$ cat config.mk
export PLATFORM = sky130hd
export DESIGN_NAME = cas_key_loader
export DESIGN_NICKNAME = d
export VERILOG_FILES = /design/src/rtl/cas_key_pkg.sv /design/src/rtl/cas_key_chk.sv /design/src/rtl/cas_key_loader.sv
export SDC_FILE = /design/constraint.sdc
export NUM_CORES = 1
export LEC_CHECK = 0
export CAP_MARGIN = 25
export CORE_MARGIN = 3
export CORE_UTILIZATION = 54
export CTS_CLUSTER_DIAMETER = 60
export CTS_CLUSTER_SIZE = 12
export DETAILED_ROUTE_END_ITERATION = 10
export HOLD_SLACK_MARGIN = 0.1
export PLACE_DENSITY = 0.83
export SLEW_MARGIN = 25
export SYNTH_ARGS = -nofsm -noshare
export SYNTH_HDL_FRONTEND = slang
export SYNTH_HIERARCHICAL = 1
export SYNTH_SLANG_ARGS = --single-unit
$ cat constraint.sdc
create_clock -name clk -period 5.8 [get_ports clk]
set_clock_uncertainty 0.05 [all_clocks]
set_input_delay 0.58 -clock clk [delete_from_list [all_inputs] [get_ports clk]]
set_output_delay 0.58 -clock clk [all_outputs]
set_load 0.02 [all_outputs]
$ cat src/rtl/cas_key_pkg.sv
// Shared types and default widths for the CAS-Lock key loader.
// Latency: n/a (declarations only).
// Backpressure: n/a.
// Contents: loader FSM state enum and the default key/checksum widths.
package cas_key_pkg;

  localparam int KEY_W_DEF = 64;
  localparam int CHK_W_DEF = 8;

  typedef enum logic [2:0] {
    ST_IDLE,
    ST_SHIFT,
    ST_CHECK,
    ST_DONE,
    ST_ERROR,
    ST_LOCKOUT
  } state_t;

endpackage

$ cat src/rtl/cas_key_chk.sv
// Running-XOR checksum: folds each key bit into chk[idx].
// Latency: result reflects a folded bit one edge after en.
// Backpressure: none; the caller gates en with its own transfer condition.
// Ports: clk, rst_n, clr (sync clear), en (fold this cycle), bit_in, idx (target lane), chk (result).
module cas_key_chk
  import cas_key_pkg::*;
#(
  parameter int CHK_W = CHK_W_DEF,
  parameter int IW    = (CHK_W > 1) ? $clog2(CHK_W) : 1
) (
  input  logic             clk,
  input  logic             rst_n,
  input  logic             clr,
  input  logic             en,
  input  logic             bit_in,
  input  logic [IW-1:0]    idx,
  output logic [CHK_W-1:0] chk
);

  always_ff @(posedge clk or negedge rst_n) begin
    if (!rst_n) begin
      chk <= '0;
    end else if (clr) begin
      chk <= '0;
    end else if (en) begin
      chk <= chk ^ (CHK_W'(bit_in) << idx);
    end
  end

endmodule

$ cat src/rtl/cas_key_loader.sv
// Serial key load with checksum verify, drives keyinput of the locked netlist.
// Latency: last bit at edge T -> CHECK after T; keyinput/key_valid after T+1.
// Backpressure: s_ready high only in SHIFT; bits offered elsewhere stay unconsumed.
// Ports: load_start (pulse), s_valid/s_data/s_ready (serial bit handshake),
//        keyinput/key_valid (verified key), busy, err_chk, err_timeout, locked_out, fail_cnt.
module cas_key_loader
  import cas_key_pkg::*;
#(
  parameter int KEY_W    = KEY_W_DEF,
  parameter int CHK_W    = CHK_W_DEF,
  parameter int MAX_FAIL = 3,
  parameter int TIMEOUT  = 1024
) (
  input  logic                          clk,
  input  logic                          rst_n,
  input  logic                          load_start,
  input  logic                          s_valid,
  input  logic                          s_data,
  output logic                          s_ready,
  output logic [KEY_W-1:0]              keyinput,
  output logic                          key_valid,
  output logic                          busy,
  output logic                          err_chk,
  output logic                          err_timeout,
  output logic                          locked_out,
  output logic [$clog2(MAX_FAIL+1)-1:0] fail_cnt
);

  localparam int FW      = $clog2(MAX_FAIL + 1);
  localparam int FRAME_W = KEY_W + CHK_W;
  localparam int BW      = $clog2(FRAME_W + 1);
  localparam int TW      = $clog2(TIMEOUT);
  localparam int IW      = (CHK_W > 1) ? $clog2(CHK_W) : 1;

  localparam logic [BW-1:0] KEY_END  = BW'(KEY_W);
  localparam logic [BW-1:0] LAST_BIT = BW'(FRAME_W - 1);
  localparam logic [TW-1:0] TMO_LAST = TW'(TIMEOUT - 1);
  localparam logic [FW-1:0] FAIL_MAX = FW'(MAX_FAIL);

  state_t            state, state_nxt;
  logic [BW-1:0]     bit_cnt;
  logic [KEY_W-1:0]  shadow;
  logic [CHK_W-1:0]  rx_chk;
  logic [CHK_W-1:0]  acc;
  logic [TW-1:0]     tmo_cnt;
  logic [TW-1:0]     tmo_nxt;
  logic [FW-1:0]     fail_inc;
  logic              take, start, tmo_hit, chk_ok, do_fail, do_pass;

  assign s_ready    = (state == ST_SHIFT);
  assign busy       = (state == ST_SHIFT) || (state == ST_CHECK);
  assign locked_out = (state == ST_LOCKOUT);
  assign take       = s_valid & s_ready;
  assign chk_ok     = (acc == rx_chk);
  assign fail_inc   = (fail_cnt == FAIL_MAX) ? fail_cnt : fail_cnt + 1'b1;
  assign tmo_nxt    = tmo_cnt + 1'b1;
  // Fires on the idle edge where the counter would reach TIMEOUT-1;
  // an accepted bit always clears the counter, so the bit wins a tie.
  assign tmo_hit    = !take && (tmo_nxt == TMO_LAST);

  cas_key_chk #(.CHK_W(CHK_W), .IW(IW)) u_chk (
    .clk    (clk),
    .rst_n  (rst_n),
    .clr    (start),
    .en     (take && (bit_cnt < KEY_END)),
    .bit_in (s_data),
    .idx    (IW'(bit_cnt % CHK_W)),
    .chk    (acc)
  );

  always_ff @(posedge clk or negedge rst_n) begin
    if (!rst_n) state <= ST_IDLE;
    else        state <= state_nxt;
  end

  always_comb begin
    state_nxt = state;
    start     = 1'b0;
    do_fail   = 1'b0;
    do_pass   = 1'b0;
    case (state)
      ST_IDLE, ST_DONE, ST_ERROR: begin
        if (load_start) begin
          state_nxt = ST_SHIFT;
          start     = 1'b1;
        end
      end
      ST_SHIFT: begin
        if (take && (bit_cnt == LAST_BIT)) begin
          state_nxt = ST_CHECK;
        end else if (tmo_hit) begin
          do_fail   = 1'b1;
          state_nxt = (fail_inc == FAIL_MAX) ? ST_LOCKOUT : ST_ERROR;
        end
      end
      ST_CHECK: begin
        if (chk_ok) begin
          do_pass   = 1'b1;
          state_nxt = ST_DONE;
        end else begin
          do_fail   = 1'b1;
          state_nxt = (fail_inc == FAIL_MAX) ? ST_LOCKOUT : ST_ERROR;
        end
      end
      ST_LOCKOUT: state_nxt = ST_LOCKOUT;
      default:    state_nxt = ST_IDLE;
    endcase
  end

  always_ff @(posedge clk or negedge rst_n) begin
    if (!rst_n) begin
      bit_cnt     <= '0;
      shadow      <= '0;
      rx_chk      <= '0;
      tmo_cnt     <= '0;
      keyinput    <= '0;
      key_valid   <= 1'b0;
      err_chk     <= 1'b0;
      err_timeout <= 1'b0;
      fail_cnt    <= '0;
    end else begin
      if (start) begin
        bit_cnt     <= '0;
        shadow      <= '0;
        rx_chk      <= '0;
        tmo_cnt     <= '0;
        err_chk     <= 1'b0;
        err_timeout <= 1'b0;
        key_valid   <= 1'b0;
      end else if (take) begin
        bit_cnt <= bit_cnt + 1'b1;
        tmo_cnt <= '0;
        if (bit_cnt < KEY_END) shadow <= shadow | (KEY_W'(s_data) << bit_cnt);
        else                   rx_chk <= rx_chk | (CHK_W'(s_data) << (bit_cnt - KEY_END));
      end else if (state == ST_SHIFT) begin
        tmo_cnt <= tmo_nxt;
      end

      if (do_pass) begin
        keyinput  <= shadow;
        key_valid <= 1'b1;
        fail_cnt  <= '0;
      end
      if (do_fail) begin
        keyinput    <= '0;
        key_valid   <= 1'b0;
        fail_cnt    <= fail_inc;
        err_chk     <= (state == ST_CHECK);
        err_timeout <= (state == ST_SHIFT);
      end
    end
  end

endmodule

==> results.py <==
metrics = {
    "placement": {
        "place.gp.congestion": 0.869,
        "post_dp_cell_area_sq_um": 7690,
        "port_buffers": 76,
        "dpl.hpwl_mm": 10.6,
        "dpl_worst_slack_ns": 2.57,
    },
    "power": {
        "power.density_nw_per_um2": 371,
        "p_seq_frac": 0.493,
        "finalPower_mw": 3.06,
        "swShare": 0.310,
        "p_int_mw": 2.11,
        "peakVddDrop_mv": 0.316,
        "p_leak_nw": 3.66,
        "power_frac_clock": 0.343,
        "pwr-share-comb": 0.164,
        "p_switching_mw": 0.947,
    },
    "clocking": {
        "ctsRootBufferMaster": "clkbuf_16",
        "clock_latency_ns": 0.42,
        "h-tree-depth": 4,
        "cts.clk_slew.worst_paths_ns": 0.07,
        "cts_made_buffers": 17,
        "numClockSinks": 169,
        "post_cts_buffers": 0,
        "ctsHoldBuffers": 0,
        "ctsResizeCount": 0,
        "tritoncts": "done",
        "clock_path_buffers": 2,
    },
    "global_routing": {
        "grt_pass1_vias": 5204,
        "grt_use_total": 0.247,
        "grt_max_degree": 92,
        "antenna_found_initial": 0,
        "grt_first_pass_wirelength_mm": 27.7,
        "grt_overflow": 0,
    },
    "layout": {
        "layout_commonest_cell": "dfrtp_1",
        "num-nets-final": 689,
        "fin_area_sq_um": 8230,
        "most-common-layout-cells": "dfrtp_1, nand2_1, o21ai_0, clkdlybuf4s50_1, a22o_1",
        "area_growth_pct": 19.9,
        "n_fill_cell": 943,
        "drive_gt1_frac": 0.0636,
        "antenna_cells": 0,
    },
    "detailed_routing": {
        "drt-initial-drc-count": 588,
        "wirelength_mm": 16.6,
        "route.vias.total": 5217,
        "first_pass_iters": 5,
        "viasPerCell": 6.07,
        "route.detailed.drc": 0,
        "drtAntennaViolNets": 0,
        "drt-wirelength-per-cell_um": 19.3,
    },
    "run_status": {
        "status": "finished clean",
    },
    "sta": {
        "fin_ws_ns": 2.65,
        "slew_headroom": 0.400,
        "maxSlewViolCount": 0,
        "max_freq_mhz": 317,
        "hold_violations": 0,
        "post-route-min-period_ns": 3.15,
        "setup_viol": 0,
        "layout_worst_path_cycle_share": 0.543,
        "rsz0062_at_grt": "no",
        "worst-slew-pin-transition_ns": 0.894,
        "final.setup.tns_ns": 0,
    },
    "logic_synthesis": {
        "netlist_area_sq_um": 6860,
        "synthDistinctLibCells": 52,
        "synth_warnings": 6,
        "syn_avg_cell_area_sq_um": 11.1,
        "syn_inst": 621,
        "synth-seq-cells": 169,
        "synthArstFlopShare": 1.00,
        "synth_ff_type": "dfrtp_1",
        "synth_edf_count": 0,
        "seq_area_frac_synth": 0.616,
        "synth_nets": 629,
    },
    "worst_setup_path": {
        "cp_top_family": "simple AND/OR/NAND/NOR gates",
        "endpoint_kind": "flop",
        "crit_required_ns": 6.07,
        "startpoint_type": "flop",
        "crit_type": "reg2reg",
        "critPathMaxFanout": 33,
        "arrival_ns": 3.42,
        "max_stage_delay_ns": 0.76,
        "cp_slowest_cell": "nor3b_1",
        "worstPathCellList": "or2_2 -> a21o_2 -> clkinv_1 -> nor3b_1 -> nand2_1 -> o21ai_0",
        "critPathBufInv": 1,
    },
    "floorplanning": {
        "die_x_um": 119,
        "die_h_um": 119,
        "fp-row-count": 40,
        "die_area_sq_um": 14100,
        "ios": 77,
        "initial_core_util": 0.562,
        "coreArea_sq_um": 12200,
    },
    "min_path": {
        "worst_hold_path_type": "in2async",
    },
    "flow_run": {
        "drv_cap": 0,
    },
}
-- metal layers --
layer	track usage	share of wire	vias to the layer above
met4	0.0847	0.019	0
met3	0.0746	0.076	26
li1	-	-	2355
met5	0	0	-
met2	0.402	0.50	209
met1	0.318	0.40	2627
-- stage by stage --
stage          cells  hold WS [ns]   util
3_3_place_gp     830         0.415  0.630
6_report         860         0.174  0.674
2_1_floorplan    621         0.234      -
5_1_grt          860         0.226  0.674
4_1_cts          860         0.195  0.674
3_5_place_dp     830         0.423  0.630
-- worst paths after layout --
path	startpoint	endpoint	slack [ns]	depth (start not counted)
max	state[1]$_DFFE_PN0P_	shadow[39]$_DFFE_PN0P_	2.65	6
max in group asynchronous	rst_n	tmo_cnt[0]$_DFFE_PN0P_	4.35	2
max reg2reg	state[1]$_DFFE_PN0P_	shadow[39]$_DFFE_PN0P_	2.65	6
min	rst_n	shadow[38]$_DFFE_PN0P_	0.17	1
min in group clk	shadow[32]$_DFFE_PN0P_	shadow[32]$_DFFE_PN0P_	0.44	2
min reg2reg	shadow[32]$_DFFE_PN0P_	shadow[32]$_DFFE_PN0P_	0.44	2
-- worst register-to-register path: stages, from the launching register on --
cell      delay [ns]
dfrtp_1         0.60
or2_2           0.19
a21o_2          0.13
clkinv_1        0.69
nor3b_1         0.77
nand2_1         0.33
o21ai_0         0.30
-- logic make-up after synthesis --
logic type / after synthesis / synth area share
buffers and inverters: 46 / 0.0321
and+or+nand+nor: 185 / 0.131
xor gates and xnor gates: 15 / 0.0191
DFF: 169 / 0.616
muxes: 1 / 0.00146
AOI/OAI and AO/OA: 202 / 0.195
adders and majority gates: 3 / 0.00547
-- cells in the mapped netlist (all sizes together) (3+ instances only) --
master | count | area share
a31oi | 3 | 0.0027
o22ai | 3 | 0.0027
and2 | 3 | 0.0027
nand2b | 6 | 0.0055
a22o | 65 | 0.083
o21ai | 86 | 0.063
nor3b | 4 | 0.0051
nor2 | 30 | 0.017
nand3 | 5 | 0.0036
nor2b | 4 | 0.0036
nand4 | 8 | 0.0073
xnor2 | 11 | 0.014
dfrtp | 169 | 0.62
or4 | 3 | 0.0033
buf | 14 | 0.015
or3 | 8 | 0.0080
xor2 | 4 | 0.0051
o31ai | 7 | 0.0077
nand2 | 93 | 0.051
and3 | 6 | 0.0055
nand3b | 4 | 0.0044
inv | 6 | 0.0033
clkbuf | 26 | 0.014
a21oi | 23 | 0.017
a41oi | 3 | 0.0038
ha | 3 | 0.0055
-- power by group through the flow --
stage	clock network (mW)	registers, mW	logic, mW
global route	1.11	1.53	0.567
detailed placement	0	1.52	0.488
global placement	0	1.51	0.461
finish	1.05	1.51	0.500
CTS	1.06	1.50	0.498
floorplan	0	1.44	0.371
-- layout make-up --
type / count / area [sq um] / area share
Multi-Input combinational cell: 406 / 2430 / 0.295
Tap cell: 168 / 210 / 0.0255
Inverter: 6 / 22.5 / 0.00274
Clock inverter: 10 / 93.8 / 0.0114
Sequential cell: 169 / 4230 / 0.514
Timing Repair Buffer: 81 / 803 / 0.0976
Clock buffer: 20 / 447 / 0.0543
-- registers in the layout, indices dropped and copies added, names as in the netlist --
| name | count |
|---|---|
| keyinput | 64 |
| shadow | 64 |
| tmo_cnt | 10 |
| rx_chk | 8 |
| u_chk/chk | 8 |
| bit_cnt | 7 |
| state | 3 |
| fail_cnt | 2 |
| err_chk | 1 |
| err_timeout | 1 |
| key_valid | 1 |
No activity file was read; power rests on OpenSTA's default activity.
